**config.mk**
```make
export PLATFORM = sky130hd
export DESIGN_NAME = fetch_pc_unit
export DESIGN_NICKNAME = d
export VERILOG_FILES = /design/src/rtl/fetch_pc_unit.sv
export SDC_FILE = /design/constraint.sdc
export NUM_CORES = 1
export LEC_CHECK = 0
export CAP_MARGIN = 10
export CORE_MARGIN = 2
export CORE_UTILIZATION = 35
export DETAILED_ROUTE_END_ITERATION = 8
export GPL_TIMING_DRIVEN = 0
export HOLD_SLACK_MARGIN = 0.06
export PLACE_DENSITY = 0.6
export SYNTH_ARGS = -nofsm -noshare
export SYNTH_HDL_FRONTEND = slang
export SYNTH_SLANG_ARGS = --single-unit
```
**constraint.sdc**
```tcl
create_clock -name clk -period 3.7 [get_ports clk]
set_clock_uncertainty 0.15 [all_clocks]
set_input_delay 0.555 -clock clk [delete_from_list [all_inputs] [get_ports clk]]
set_output_delay 0.555 -clock clk [all_outputs]
set_load 0.05 [all_outputs]
```
**src/rtl/fetch_pc_unit.sv**
```systemverilog
// Fetch stage: PC register driving instruction memory, plus the registered fetch/decode boundary.
// Optional build macro PC_MISALIGN_TRAP_EN: misaligned redirect targets halt fetch and set a sticky flag.
module fetch_pc_unit #(
  parameter int unsigned              ADDRESS_WIDTH     = 32,
  parameter int unsigned              INSTRUCTION_WIDTH = 32,
  parameter logic [ADDRESS_WIDTH-1:0] RESET_VECTOR      = 32'h0000_0000
) (
  input  logic                         clk,
  input  logic                         rst_n,
  input  logic                         stall,
  input  logic [1:0]                   PCsrc,
  input  logic [ADDRESS_WIDTH-1:0]     ImmExt,
  input  logic [ADDRESS_WIDTH-1:0]     rs1_data,
  output logic [ADDRESS_WIDTH-1:0]     A,
  input  logic [INSTRUCTION_WIDTH-1:0] RD,
  output logic [INSTRUCTION_WIDTH-1:0] instr_d,
  output logic [ADDRESS_WIDTH-1:0]     pc_d,
  output logic [ADDRESS_WIDTH-1:0]     pc_plus4_d,
  output logic                         valid_d,
  output logic                         misalign
);

  typedef enum logic {RUN, HALT} state_e;

  localparam logic [INSTRUCTION_WIDTH-1:0] NOP = INSTRUCTION_WIDTH'(32'h0000_0013);

  state_e                         state_q, state_d;
  logic [ADDRESS_WIDTH-1:0]       fpc_q, fpc_d;
  logic [INSTRUCTION_WIDTH-1:0]   dinstr_q, dinstr_d;
  logic [ADDRESS_WIDTH-1:0]       dpc_q, dpc_d;
  logic [ADDRESS_WIDTH-1:0]       dpc4_q, dpc4_d;
  logic                           dvalid_q, dvalid_d;
  logic                           misalign_q, misalign_d;

  logic [ADDRESS_WIDTH-1:0]       seq_pc, br_tgt, jalr_tgt, tgt;
  logic                           redirect;

  always_comb begin
    seq_pc   = fpc_q + ADDRESS_WIDTH'(4);
    br_tgt   = dpc_q + ImmExt;
    jalr_tgt = (rs1_data + ImmExt) & ~ADDRESS_WIDTH'(1);
    redirect = (PCsrc == 2'b01) || (PCsrc == 2'b10);
    tgt      = (PCsrc == 2'b01) ? br_tgt : jalr_tgt;
  end

  always_comb begin
    state_d    = state_q;
    fpc_d      = fpc_q;
    dinstr_d   = dinstr_q;
    dpc_d      = dpc_q;
    dpc4_d     = dpc4_q;
    dvalid_d   = dvalid_q;
    misalign_d = misalign_q;

    if (state_q == HALT) begin
      dvalid_d = 1'b0;
    end else if (redirect) begin
`ifdef PC_MISALIGN_TRAP_EN
      if (tgt[1]) begin
        // Trap leaves PC and the decode payload untouched; only valid drops.
        misalign_d = 1'b1;
        dvalid_d   = 1'b0;
        state_d    = HALT;
      end else begin
        fpc_d    = tgt;
        dinstr_d = RD;
        dpc_d    = fpc_q;
        dpc4_d   = seq_pc;
        dvalid_d = 1'b0;
      end
`else
      fpc_d    = tgt & ~ADDRESS_WIDTH'(3);
      dinstr_d = RD;
      dpc_d    = fpc_q;
      dpc4_d   = seq_pc;
      dvalid_d = 1'b0;
`endif
    end else if (!stall) begin
      fpc_d    = seq_pc;
      dinstr_d = RD;
      dpc_d    = fpc_q;
      dpc4_d   = seq_pc;
      dvalid_d = 1'b1;
    end
  end

  always_ff @(posedge clk or negedge rst_n) begin
    if (!rst_n) begin
      state_q    <= RUN;
      fpc_q      <= RESET_VECTOR;
      dinstr_q   <= NOP;
      dpc_q      <= '0;
      dpc4_q     <= '0;
      dvalid_q   <= 1'b0;
      misalign_q <= 1'b0;
    end else begin
      state_q    <= state_d;
      fpc_q      <= fpc_d;
      dinstr_q   <= dinstr_d;
      dpc_q      <= dpc_d;
      dpc4_q     <= dpc4_d;
      dvalid_q   <= dvalid_d;
      misalign_q <= misalign_d;
    end
  end

  assign A          = fpc_q;
  assign instr_d    = dinstr_q;
  assign pc_d       = dpc_q;
  assign pc_plus4_d = dpc4_q;
  assign valid_d    = dvalid_q;
`ifdef PC_MISALIGN_TRAP_EN
  assign misalign   = misalign_q;
`else
  assign misalign   = 1'b0;
`endif

endmodule
```
==> out/metrics.cfg <==
[pwr]
seqPwrFrac_pct=25.4
ir_worst_vdd_mv=0.475
power_frac_comb_pct=54.0
finalPower_mw=8.60
p_sw_mw=4.04
leakage_nw=4.70
internal_power_mw=4.57
switching_share_pct=46.9
powerDensity_nw_per_um2=738
clock_power_share_pct=20.6

[grt]
grt_pass1_wl_mm=40.2
grt_max_degree=72
antenna_found_initial=0
gr-usage-all-layers_pct=20.8
grt_pass1_vias=7585
gr-total-overflow=0

[yosys]
synth_cell_types=73
ys_warn_count=0
synth_area_leaders=dfrtp_1 36%, ha_1 9.2%, mux2_2 8.6%, xnor2_1 6.4%, a21oi_1 4.7%
synth-async-reset-ratio_pct=100
netlist_area_um2=8330
yosys_most_used_dff=dfrtp_1
synth_edf_count=0
ys_seq_elements=123
syn_area_per_cell_um2=9.59
yosys.area.top_type_share_pct=36.0
yosysTopAreaCell=dfrtp_1
syn_inst=869
ys_seq_area_share_pct=37.0

[timing]
fin_crit_ns=3.46
setup_viol=0
fmax_ghz=0.289
worst-slew-pin-transition_ns=0.674
finalCritPeriodShare_pct=93.6
slew_headroom_pct=54.6
fin_ws_ns=0.236
rsz0062_at_grt=no
slew_violations=0
hold_viol=0
holdWs_ns=0.355

[critical_path]
crit_slowest_cell=a2111oi_2
max_stage_delay_ns=0.54
arrival_ns=3.61
worstPathRequired_ns=3.85
critical_path_class=input pin to register
crit_chain=clkdlybuf4s50_1 -> ha_1 -> and3_4 -> and2_4 -> a2111oi_2 -> o21ai_0 -> a21boi_0 -> xnor2_1 -> nor2_1 -> o31a_1
cp_max_fo=5
critPathCaptureType=register
start_kind=input pin

[drt]
routed.top_layer=met4
first_iter_violations=387
ant_nets=0
first_pass_iters=5
wl_mm=26.1
drc=0
vias=7522
wl_per_cell_um=18.0
via_per_inst=5.18
m1WireLength_mm=11.5
wl_met2_mm=12.2
wl_met3_mm=2.04

[floorplanning]
die_height_um=158
die_w_um=158
rows=56
dieArea_um2=25100
coreArea_um2=23400
io_pins=231
start_util_pct=35.6

[final_layout]
area_delta_synth_final_pct=39.9
register_area_um2=3080
drive_above_1_share_pct=11.9
multi_input_area_um2=5010
nets=1281
insertedDiodeCount=0
nFillCells=2272
final_util_pct=49.8

[clock_network]
worstSkewPairLatency_ns=0.41
cts_tree=yes
cts_setup_buffers=0
htreeDepth=4
cts_buffers=17
cts-root-buf=clkbuf_16
clk_path_buf_depth=2
cts.sinks=123
path_clk_slew_ns=0.06

[flow_run]
drv_cap=0

[worst_hold_path]
hold_path.class=register to register

[placement]
port_buffers=223
place_ws_ns=-0.637
gp_congestion=0.866
hpwlAfterDp_mm=21.0

[run_status]
outcome=finished clean

logic make-up (layout without fill, tap and decap cells):
logic type                 after synthesis  in the layout  share of synthesized area, %
and+or+nand+nor                        244            244                          14.0
AOI/OAI and AO/OA                      209            209                          16.9
DFF                                    123            123                          37.0
xor gates and xnor gates               100            100                          10.5
muxes                                   68             68                          9.13
buffers and inverters                   63            320                          3.21
adders and majority gates               61             61                          9.16
other                                    1              7                        0.0450
metrics by stage:
| step | TNS (ns) | cells | instance area, um2 |
|---|---|---|---|
| 2_1_floorplan | 0 | 875 | 8350 |
| 3_3_place_gp | -377.24 | 1417 | 11000 |
| 3_5_place_dp | -4.83 | 1418 | 11000 |
| 4_1_cts | 0 | 1451 | 11600 |
| 5_1_grt | 0 | 1451 | 11700 |
| 6_report | 0 | 1451 | 11700 |
cell usage after synthesis, types with 10 or more instances:
cell      count
a211oi_1     12
a21o_1       12
a21oi_1      79
a31oi_1      10
and3_1       12
clkbuf_1     25
dfrtp_1     120
ha_1         61
inv_1        22
mux2_2       64
nand2_1      54
nand3_1      32
nor2_1       80
nor3_1       17
o21ai_0      25
xnor2_1      61
xor2_1       39
worst paths after layout:
path | from | slack [ns] | cells past startpoint | endpoint
min in group asynchronous | rst_n | 0.54 | 2 | pc_d[29]
worst min-delay path | instr_d[17] | 0.35 | 1 | instr_d[17]
max in group asynchronous | rst_n | 2.13 | 3 | pc_plus4_d[6]
worst max register to register | pc_d[10] | 0.53 | 9 | A[30]
worst min register to register | instr_d[17] | 0.35 | 1 | instr_d[17]
worst max-delay path | ImmExt[5] | 0.24 | 10 | A[20]
cell type report:
| type | instances | area share [%] |
|---|---|---|
| buffer | 41 | 1.59 |
| tap | 319 | 3.42 |
| multi-input combinational | 689 | 43.0 |
| clock buffer | 17 | 3.65 |
| sequential | 123 | 26.4 |
| timing repair buffer | 225 | 19.5 |
| inverter | 22 | 0.709 |
| clock inverter | 15 | 1.71 |
placed cells by master (no fill, tap or decap), types with 17 or more instances in the layout:
cell | netlist | final
clkbuf_16 | 0 | 17
inv_1 | 22 | 22
clkdlybuf4s50_1 | 0 | 222
nand3_1 | 32 | 32
a21oi_1 | 79 | 79
dfrtp_1 | 120 | 120
clkbuf_1 | 25 | 25
ha_1 | 61 | 61
nand2_1 | 54 | 54
nor2_1 | 80 | 80
xor2_1 | 39 | 39
mux2_2 | 64 | 64
xnor2_1 | 61 | 61
o21ai_0 | 25 | 25
nor3_1 | 17 | 17
sequential cells by signal, indices dropped and copies added, names as in the netlist:
signal      count
valid_d         1
A              30
instr_d        32
pc_plus4_d     30
pc_d           30
metal layers:
| metal | GRT usage [%] | up-vias |
|---|---|---|
| met1 | 27.0 | 3599 |
| met4 | 4.12 | 0 |
| met2 | 34.6 | 240 |
| met5 | 0 | - |
| met3 | 6.18 | 25 |
| li1 | - | 3658 |
what timing repair did:
item	CTS	global route
setup endpoints to repair	6	4
hold endpoints to repair	52	0
pin swaps	0	0
hold buffers	1	0
gates resized for setup	1	1
critical path: cells and delay by family:
kind                       cells  cell delay, ns
and+or+nand+nor                3            0.44
adders and majority gates      1            0.38
AOI/OAI and AO/OA              4            1.57
buffers and inverters          1            0.47
xor gates and xnor gates       1            0.19
power groups by stage:
stage	combinational [mW]	sequential, mW	clock, mW
after global placement	4.64	2.20	0
after floorplan	1.77	3.48	0
after CTS	4.68	2.19	1.80
final	4.65	2.18	1.77
after global routing	4.98	2.23	1.87
after detailed placement	4.65	2.21	0
Power figures use the tool's default switching activity.
